## src/rtl/call_stack_ctl_pkg.sv

```systemverilog
// Shared constants and the checkpoint record for the return-address stack.
// The record widths follow the default DEPTH / IP_WIDTH.
package call_stack_ctl_pkg;

    localparam int DEFAULT_DEPTH    = 16;
    localparam int DEFAULT_NCKPT    = 8;
    localparam int DEFAULT_IP_WIDTH = 48;

    localparam int DEFAULT_PTR_W = $clog2(DEFAULT_DEPTH);
    localparam int DEFAULT_CNT_W = DEFAULT_PTR_W + 1;

    // Everything needed to rebuild the speculative stack top after a flush.
    typedef struct packed {
        logic [DEFAULT_PTR_W-1:0]    tos;
        logic [DEFAULT_CNT_W-1:0]    depth_cnt;
        logic [DEFAULT_IP_WIDTH-1:0] top_addr;
    } ckpt_rec_t;

    typedef enum logic [1:0] {
        OP_NONE,
        OP_PUSH,
        OP_POP,
        OP_REPLACE
    } stack_op_e;

endpackage

```

## src/rtl/call_stack_ckpt_q.sv

```systemverilog
// Circular checkpoint queue: allocate at tail, retire at head, truncate on restore.
// Misuse checks are compiled in when CALL_STACK_ASSERT_ON is defined.
module call_stack_ckpt_q #(
    parameter int NCKPT = 8,
    parameter int W     = 64
) (
    input  logic                     clk,
    input  logic                     rst,
    input  logic                     alloc,
    input  logic [W-1:0]             alloc_data,
    input  logic                     retire,
    input  logic                     restore,
    input  logic [$clog2(NCKPT)-1:0] restore_id,
    output logic [$clog2(NCKPT)-1:0] alloc_id,
    output logic                     full,
    output logic [W-1:0]             restore_data
);

    localparam int ID_W = $clog2(NCKPT);
    localparam logic [ID_W:0] PTR_FULL = (ID_W+1)'(NCKPT);
    localparam logic [ID_W:0] PTR_ONE  = (ID_W+1)'(1);

    logic [ID_W:0]   head_q, head_d;
    logic [ID_W:0]   tail_q, tail_d;
    logic [ID_W-1:0] restore_off;
    logic            empty;
    logic            slot_we;
    logic [W-1:0]    slot_mem [NCKPT];

    assign full         = (tail_q - head_q) == PTR_FULL;
    assign empty        = tail_q == head_q;
    assign alloc_id     = tail_q[ID_W-1:0];
    assign restore_data = slot_mem[restore_id];
    // Age of the restored slot relative to head recovers the wrap bit of the new tail.
    assign restore_off  = restore_id - head_q[ID_W-1:0];

    always_comb begin
        // NOTE: every comb output gets a default first so no path leaves it unassigned (no latch).
        head_d  = head_q;
        tail_d  = tail_q;
        slot_we = 1'b0;
        if (restore) begin
            tail_d = head_q + {1'b0, restore_off} + PTR_ONE;
        end else if (alloc && !full) begin
            slot_we = 1'b1;
            tail_d  = tail_q + PTR_ONE;
        end
        if (retire && !empty) begin
            head_d = head_q + PTR_ONE;
        end
    end

    // NOTE: state flops use non-blocking assignments so every flop samples pre-edge values.
    always_ff @(posedge clk or negedge rst) begin
        if (!rst) begin
            head_q <= '0;
            tail_q <= '0;
        end else begin
            head_q <= head_d;
            tail_q <= tail_d;
        end
    end

    // NOTE: slot storage is deliberately not reset; the pointers alone define which slots are live.
    always_ff @(posedge clk) begin
        if (slot_we) begin
            slot_mem[tail_q[ID_W-1:0]] <= alloc_data;
        end
    end

`ifdef CALL_STACK_ASSERT_ON
    always @(posedge clk) begin
        if (rst) begin
            assert (!(alloc && full && !restore));
            assert (!(retire && empty));
        end
    end
`endif

endmodule

```

## src/rtl/call_stack_ctl.sv

```systemverilog
// Return-address stack with per-branch checkpoint/restore, one per thread.
// Define CALL_STACK_STATS_EN to add saturating overflow/underflow counters.
module call_stack_ctl
    import call_stack_ctl_pkg::*;
#(
    parameter int DEPTH    = DEFAULT_DEPTH,
    parameter int IP_WIDTH = DEFAULT_IP_WIDTH,
    parameter int NCKPT    = DEFAULT_NCKPT
) (
    input  logic                     clk,
    input  logic                     rst,
    input  logic                     push_en,
    input  logic [IP_WIDTH-1:0]      push_addr,
    input  logic                     pop_en,
    output logic                     pop_valid,
    output logic [IP_WIDTH-1:0]      pop_addr,
    input  logic                     ckpt_alloc,
    output logic [$clog2(NCKPT)-1:0] ckpt_id,
    output logic                     ckpt_full,
    input  logic                     restore_en,
    input  logic [$clog2(NCKPT)-1:0] restore_id,
    input  logic                     retire_en,
`ifdef CALL_STACK_STATS_EN
    output logic [15:0]              ovf_cnt,
    output logic [15:0]              unf_cnt,
`endif
    output logic [$clog2(DEPTH):0]   depth_cnt
);

    localparam int PTR_W = $clog2(DEPTH);
    localparam int CNT_W = PTR_W + 1;
    localparam logic [CNT_W-1:0] FULL_DEPTH = CNT_W'(DEPTH);
    localparam logic [CNT_W-1:0] CNT_ONE    = CNT_W'(1);
    localparam logic [PTR_W-1:0] PTR_ONE    = PTR_W'(1);

    logic [PTR_W-1:0]    tos_q, tos_d, top_idx;
    logic [CNT_W-1:0]    depth_q, depth_d;
    logic                stack_empty;
    stack_op_e           op;

    logic [IP_WIDTH-1:0] entry_mem [DEPTH];
    logic                mem_we;
    logic [PTR_W-1:0]    mem_waddr;
    logic [IP_WIDTH-1:0] mem_wdata;

    ckpt_rec_t           save_rec;
    ckpt_rec_t           restore_rec;

    assign top_idx     = tos_q - PTR_ONE;
    assign stack_empty = depth_q == '0;
    assign pop_valid   = !stack_empty;
    assign pop_addr    = stack_empty ? '0 : entry_mem[top_idx];
    assign depth_cnt   = depth_q;

    // A simultaneous push+pop on an empty stack degenerates to a plain push.
    always_comb begin
        op = OP_NONE;
        if (!restore_en) begin
            if (push_en && pop_en) begin
                op = stack_empty ? OP_PUSH : OP_REPLACE;
            end else if (push_en) begin
                op = OP_PUSH;
            end else if (pop_en && !stack_empty) begin
                op = OP_POP;
            end
        end
    end

    always_comb begin
        tos_d     = tos_q;
        depth_d   = depth_q;
        mem_we    = 1'b0;
        mem_waddr = tos_q;
        mem_wdata = push_addr;
        if (restore_en) begin
            tos_d     = restore_rec.tos;
            depth_d   = restore_rec.depth_cnt;
            mem_we    = 1'b1;
            mem_waddr = restore_rec.tos - PTR_ONE;
            mem_wdata = restore_rec.top_addr;
        end else begin
            case (op)
                OP_PUSH: begin
                    // At full depth the write lands on the oldest slot; depth just stays saturated.
                    mem_we = 1'b1;
                    tos_d  = tos_q + PTR_ONE;
                    if (depth_q != FULL_DEPTH) begin
                        depth_d = depth_q + CNT_ONE;
                    end
                end
                OP_POP: begin
                    tos_d   = top_idx;
                    depth_d = depth_q - CNT_ONE;
                end
                OP_REPLACE: begin
                    mem_we    = 1'b1;
                    mem_waddr = top_idx;
                end
                default: ;
            endcase
        end
    end

    always_ff @(posedge clk or negedge rst) begin
        if (!rst) begin
            tos_q   <= '0;
            depth_q <= '0;
        end else begin
            tos_q   <= tos_d;
            depth_q <= depth_d;
        end
    end

    always_ff @(posedge clk) begin
        if (mem_we) begin
            entry_mem[mem_waddr] <= mem_wdata;
        end
    end

    // The checkpoint captures the state as it stood before this cycle's push/pop.
    always_comb begin
        save_rec           = '0;
        save_rec.tos       = tos_q;
        save_rec.depth_cnt = depth_q;
        save_rec.top_addr  = entry_mem[top_idx];
    end

    call_stack_ckpt_q #(
        .NCKPT (NCKPT),
        .W     ($bits(ckpt_rec_t))
    ) u_ckpt_q (
        .clk          (clk),
        .rst          (rst),
        .alloc        (ckpt_alloc),
        .alloc_data   (save_rec),
        .retire       (retire_en),
        .restore      (restore_en),
        .restore_id   (restore_id),
        .alloc_id     (ckpt_id),
        .full         (ckpt_full),
        .restore_data (restore_rec)
    );

`ifdef CALL_STACK_STATS_EN
    logic [15:0] ovf_q, ovf_d;
    logic [15:0] unf_q, unf_d;

    always_comb begin
        ovf_d = ovf_q;
        unf_d = unf_q;
        if (!restore_en && push_en && !pop_en && depth_q == FULL_DEPTH && ovf_q != '1) begin
            ovf_d = ovf_q + 16'd1;
        end
        if (!restore_en && pop_en && stack_empty && unf_q != '1) begin
            unf_d = unf_q + 16'd1;
        end
    end

    always_ff @(posedge clk or negedge rst) begin
        if (!rst) begin
            ovf_q <= '0;
            unf_q <= '0;
        end else begin
            ovf_q <= ovf_d;
            unf_q <= unf_d;
        end
    end

    assign ovf_cnt = ovf_q;
    assign unf_cnt = unf_q;
`endif

endmodule

```

## config.mk

```make
export PLATFORM = sky130hd
export DESIGN_NAME = call_stack_ctl
export DESIGN_NICKNAME = d
export VERILOG_FILES = /design/src/rtl/call_stack_ctl_pkg.sv /design/src/rtl/call_stack_ckpt_q.sv /design/src/rtl/call_stack_ctl.sv
export SDC_FILE = /design/constraint.sdc
export NUM_CORES = 1
export LEC_CHECK = 0
export ABC_CLOCK_PERIOD_IN_PS = 7440
export BUFFER_PORTS_ARGS = -buffer_cell sky130_fd_sc_hd__clkbuf_2
export CAP_MARGIN = 20
export CORE_MARGIN = 8
export CORE_UTILIZATION = 55
export DETAILED_ROUTE_END_ITERATION = 10
export PLACE_DENSITY_LB_ADDON = 0.12
export SLEW_MARGIN = 25
export SYNTH_ARGS = -nofsm -noshare
export SYNTH_HDL_FRONTEND = slang
export SYNTH_HIERARCHICAL = 1
export SYNTH_SLANG_ARGS = --single-unit
```

## constraint.sdc

```tcl
create_clock -name clk -period 7.44 [get_ports clk]
set_input_delay 0.372 -clock clk [delete_from_list [all_inputs] [get_ports clk]]
set_output_delay 0.372 -clock clk [all_outputs]
set_load 0.005 [all_outputs]
```

# [Yosys cells after proc, flatten, opt, wreduce, memory -nomap -nowiden]
# Memory sizes are Yosys's and may differ from the RTL's.
# Index checks and enable logic that the tools add are counted.
[totals] ff_bits=17 ramBits=1224 wordCells=60 n_memories=2
[op_classes] n_addsub=11 n_eq_ne=7 mux=24 reduce_logical=12
[memory_table] memory="entry_mem" depth=16 word_bits=48 read_ports=1 rd_ports_with_merged_regs=0 wr=1 line="call_stack_ctl.sv:41" rtl="logic [IP_WIDTH-1:0] entry_mem [DEPTH];"
[memory_table] memory="u_ckpt_q.slot_mem" depth=8 word_bits=57 read_ports=1 rd_ports_with_merged_regs=0 wr=1 line="call_stack_ckpt_q.sv:28" rtl="logic [W-1:0] slot_mem [NCKPT];"
[ops] op="two-way mux 48 bit" n=2
[ops] op="two-way mux 4 bit" n=5
[ops] op="adder 4 x 1 -> 4 bit (second input constant)" n=4
[ops] op="two-way mux 2 bit" n=5
[ops] op="two-way mux 5 bit" n=2
[ops] op="one-hot mux 5 bit (2 select lines)" n=1
[ops] op="two-way mux 1 bit" n=8
[ops] op="one-hot mux 4 bit (2 select lines)" n=1
[ops] op="subtractor 4 x 1 -> 4 bit (second input constant)" n=2
[ops] op="adder 5 x 1 -> 5 bit (second input constant)" n=1
[ops] op="logical NOT 5 bit" n=1
[ops] op="inequality test 5 bit (second input constant)" n=1
[ops] op="subtractor 5 x 1 -> 5 bit (second input constant)" n=1
[ops] op="adder 4 x 3 -> 4 bit" n=1
[ops] op="equality test 2 bit (second input constant)" n=2
[ops] op="equality test 4 bit" n=1
[ops] op="equality test 4 bit (second input constant)" n=1
[ops] op="logical AND 1 bit" n=4
[ops] op="subtractor 4 bit" n=1
[ops] op="logical NOT 1 bit" n=3
[ops] op="inequality test 3 bit (second input constant)" n=1
[ops] op="nonzero test 3 bit" n=1
[ops] op="subtractor 3 bit" n=1
[ops] op="equality test 2 x 1 -> 1 bit (second input constant)" n=1
[ops] op="other kinds (3)" n=3

# [Longest topological paths before layout]
[logic_depth] ltp_word=13 ltp_mapped=12

# [Modules after synthesis]
# The synthesis kept the hierarchy.
[by_module_without_submodules] mod="call_stack_ctl" n_inst=1 cells_per_inst=1439 area_each_um2=31337.6 seq_area_each_um2=23287.3
[by_module_without_submodules] mod="call_stack_ckpt_q" n_inst=1 cells_per_inst=744 area_each_um2=17828.3 seq_area_each_um2=13893.3

# [Worst setup path before layout]
# No wires, ideal clock.
[synth_path] kind="reg2reg" from="register u_ckpt_q.head_q[1]" to="memory u_ckpt_q/slot_mem[0][0] (netlist name), enable pin" arrival_ns=5.594 required_time_ns=6.898 setup_slack_ns=1.304 path_stages_with_launch=8 path_buffers=0 cell_sequence="dfrtp_1 inv_1 ha_1 nor2b_1 o21ai_0 o221ai_2 or3_4 nor3_1"
[synth_between] elab_chain_cells=8
[synth_rtl] item="start: declaration" line="call_stack_ckpt_q.sv:23" rtl="logic [ID_W:0] head_q, head_d;"
[synth_rtl] item="start signal: assignment" line="call_stack_ckpt_q.sv:56" rtl="head_q <= '0;"
[synth_rtl] item="start signal: assignment" line="call_stack_ckpt_q.sv:59" rtl="head_q <= head_d;"
[synth_rtl] item="subtractor 4 bit" line="call_stack_ckpt_q.sv:30" rtl="assign full = (tail_q - head_q) == PTR_FULL;"
[synth_rtl] item="equality test 4 bit" line="call_stack_ckpt_q.sv:30"
[synth_rtl] item="logical NOT 1 bit" line="call_stack_ckpt_q.sv:44" rtl="end else if (alloc && !full) begin"
[synth_rtl] item="logical AND 1 bit" line="call_stack_ckpt_q.sv:44"
[synth_rtl] item="two-way mux 1 bit" line="call_stack_ckpt_q.sv:44"
[synth_rtl] item="two-way mux 1 bit" line="call_stack_ckpt_q.sv:42" rtl="if (restore) begin"
[synth_rtl] item="two-way mux 1 bit" line="call_stack_ckpt_q.sv:66" rtl="if (slot_we) begin"
[synth_rtl] item="two-way mux 1 bit (implied by the code)" line="call_stack_ckpt_q.sv:67" rtl="slot_mem[tail_q[ID_W-1:0]] <= alloc_data;"
[synth_rtl] item="end: declaration" line="call_stack_ckpt_q.sv:28"
# Every way passes these cells.

# [Worst setup path after layout]
[layout_path] from="register tos_q[1]" to="output port pop_addr[22]"
[layout_between] elab_chain_cells=3
[layout_rtl] item="start: declaration" line="call_stack_ctl.sv:36" rtl="logic [PTR_W-1:0] tos_q, tos_d, top_idx;"
[layout_rtl] item="start signal: assignment" line="call_stack_ctl.sv:109" rtl="tos_q <= tos_d;"
[layout_rtl] item="subtractor 4 x 1 -> 4 bit" line="call_stack_ctl.sv:49" rtl="assign top_idx = tos_q - PTR_ONE;"
[layout_rtl] item="memory read (16 x 48 bit)"
[layout_rtl] item="two-way mux 48 bit" line="call_stack_ctl.sv:52" rtl="assign pop_addr = stack_empty ? '0 : entry_mem[top_idx];"
[layout_rtl] item="end: declaration" line="call_stack_ctl.sv:16" rtl="output logic [IP_WIDTH-1:0] pop_addr,"
# Every way passes these cells.

==> results.tsv <==
metric	value	unit
rrSetupSlack	3.26	ns
synth_area_leaders	edfxtp_1 75%, mux4_2 14%, mux2i_1 3.1%	
wl	110000	um
cts_root_buf	clkbuf_16	
post_cts_buffers	0	
drt_iter0_markers	2158	
rows	109	
hp-class	input port to flop	
final_net_count	2424	
clock_path_buffers	3	
cp_max_fo	113	
grt_antenna_before_repair	2	
ioPinCount	116	
ys_ff_latch	1241	
yosys_warnings	6	
post-route-min-period	4.63	ns
yosysSeqAreaShare	75.6	%
p_leak	17.9	nW
area_delta_synth_final	12.6	%
cp_slowest_stage_delay	0.71	ns
finalSetupTns	0	ns
pre_cts_slack	2.62	ns
finalSetupViolCount	0	
cts_resized	0	
worstSetupStartpoint	tos_q[1]$_DFFE_PN0P_	
synth.distinct_cells	68	
power.density	380	nW/um2
syn-num-nets	2259	
vias	22900	
ys.flop_type	edfxtp_1	
portBuffers	115	
clk_latency	0.70	ns
grt_pass1_vias	23800	
yosysMostFrequentCell	edfxtp_1	
r2r_start	depth_cnt[0]$_DFFE_PN0P_	
fmax	216	MHz
coreArea	88500	um2
h-tree-depth	3	
ir_worst_vdd	0.339	mV
finalCritPeriodShare	62.2	%
dp_hpwl	63400	um
drive_gt1_share	32.9	%
synth_enable_flop_cells	1224	
die_h	315	um
drc	0	
slew_headroom	33.0	%
tightest_slew	1.00	ns
track_usage	22.2	%
ys_top_cells_by_count	1224 x edfxtp_1, 306 x mux4_2, 151 x mux2i_1, 106 x mux2_2, 52 x clkbuf_1	
dieArea	99200	um2
yosysTopAreaCell	edfxtp_1	
endpoint_kind	output port	
critPathArrivalTime	4.26	ns
crit_type	flop to output port	
clkTransAtPathRegs	0.06	ns
grt_first_pass_wirelength	161000	um
slew_violations	0	
drv_cap	0	
worstPathRequired	7.07	ns
crit_path_cell_trace	inv_1, ha_4, buf_12, mux4_2, mux2i_1, o22ai_1, clkbuf_2	
setup_slack	2.81	ns
cts_tree	yes	
netlist_instances	2183	
reg2reg_to	entry_mem[0][41]$_DFFE_PP_	
status	complete, no violations	
crit_path_start_kind	flop	
final_cells	3617	
synth_top_area_share	74.8	%
hold_viol	0	
dpl-instance-area	51300	um2
vias_per_cell	6.34	
grt_max_degree	114	
rsz0062_at_grt	no	
worst_hold_slack	0.153	ns
fin_skew	0.0524	ns
synthArstFlopShare	1.37	%
wl_per_cell	30.3	um
cts_made_buffers	120	
r2r_cells	6	
drtAntennaViolNets	0	
dp_cells	3385	
hp-start	retire_en	
fin_area	55400	um2
initial_core_util	55.5	%
die_x	315	um
postSynthAreaPerCell	22.5	um2
crit_end	pop_addr[22]	
dr.pass1.iters	5	
gr-total-overflow	0	
gp_congestion	0.784	
cts.sinks	1241	
synth_area	49200	um2
cp_slowest_cell	dfrtp_1	
==> layout make-up <==
class | instances | area, um2
flip-flops and latches | 1241 | 37200
fillers | 5982 | 33100
multi-input cells | 798 | 11500
clock buffers | 147 | 3140
well taps | 1165 | 1460
repair buffers | 171 | 1180
clock inverters | 77 | 806
inverters | 16 | 60.1
diodes | 2 | 5.00
==> per-layer routing <==
metal  vias up  global-route usage (%)  part of all wire, %
li1       9577                       -                    -
met1     12400                    32.1                   43
met2       816                    35.3                   48
met3       148                    4.61                  7.4
met4         2                    5.02                  1.8
met5         -                       0               0.0082
==> critical path: cells and delay by family, from the launching register on <==
| family | cells | cell delay (ns) |
|---|---|---|
| muxes | 2 | 1.03 |
| buffers and inverters | 3 | 0.93 |
| DFF | 1 | 0.71 |
| adders and majority gates | 1 | 0.52 |
| AOI/OAI and AO/OA | 1 | 0.30 |
==> registers in the layout (all words and copies together) (netlist names) <==
signal / count
entry_mem: 768
tos_q: 4
u_ckpt_q/tail_q: 4
u_ckpt_q/slot_mem: 456
depth_cnt: 5
u_ckpt_q/head_q: 4
==> worst min path at each step <==
stage	endpoint	depth (start not counted)
2_1_floorplan	depth_cnt[0]$_DFFE_PN0P_	0
3_3_place_gp	u_ckpt_q/head_q[2]$_DFFE_PN0P_	1
3_5_place_dp	u_ckpt_q/head_q[0]$_DFFE_PN0P_	1
4_1_cts	u_ckpt_q/head_q[0]$_DFFE_PN0P_	3
5_1_grt	u_ckpt_q/head_q[0]$_DFFE_PN0P_	3
6_report	u_ckpt_q/head_q[2]$_DFFE_PN0P_	4
==> metrics by stage <==
stage                     total power, W  util, %
after floorplan                   0.0130        -
after global placement            0.0150     57.9
after detailed placement          0.0152     57.9
after CTS                         0.0212     62.4
after global routing              0.0219     62.6
final                             0.0211     62.6
==> power breakdown <==
| part | switching [W] | internal, W |
|---|---|---|
| clock | 0.00253 | 0.00351 |
| combinational | 0.00350 | 0.00197 |
| sequential | 0.000263 | 0.00929 |
==> placed cells by master, fill, tap and decap left out, drive strengths merged, types with 3 or more instances in the layout <==
cell type	netlist	routed
a211oi	3	3
a21o	3	3
a21oi	6	6
and4b	3	3
buf	75	58
bufinv	0	15
clkbuf	52	259
clkinv	0	52
clkinvlp	0	8
dfrtp	17	17
edfxtp	1224	1224
fa	3	3
ha	15	15
inv	16	18
mux2	110	110
mux2i	151	151
mux4	306	306
nand2	23	23
nand3	5	5
nand4	3	3
nor2	27	27
nor2b	3	3
nor3	8	8
o211ai	8	8
o21ai	12	12
o22ai	49	49
or4	3	3
xnor2	15	15
xor2	10	10
==> kinds of logic after synthesis <==
group,synth area share (%)
XOR/XNOR,0.461
AO/OA/AOI/OAI,1.49
AND/OR/NAND/NOR,0.954
buffers and inverters,1.35
flip-flops,75.6
adder cells (fa/ha/maj),0.504
multiplexers,19.6
==> timing repair <==
item | in CTS | in global routing
setup endpoints to repair | 0 | 0
hold buffers | 1 | 0
endpoints found under the hold margin | 17 | 0
Note: power is estimated with default switching activity, not from simulation.
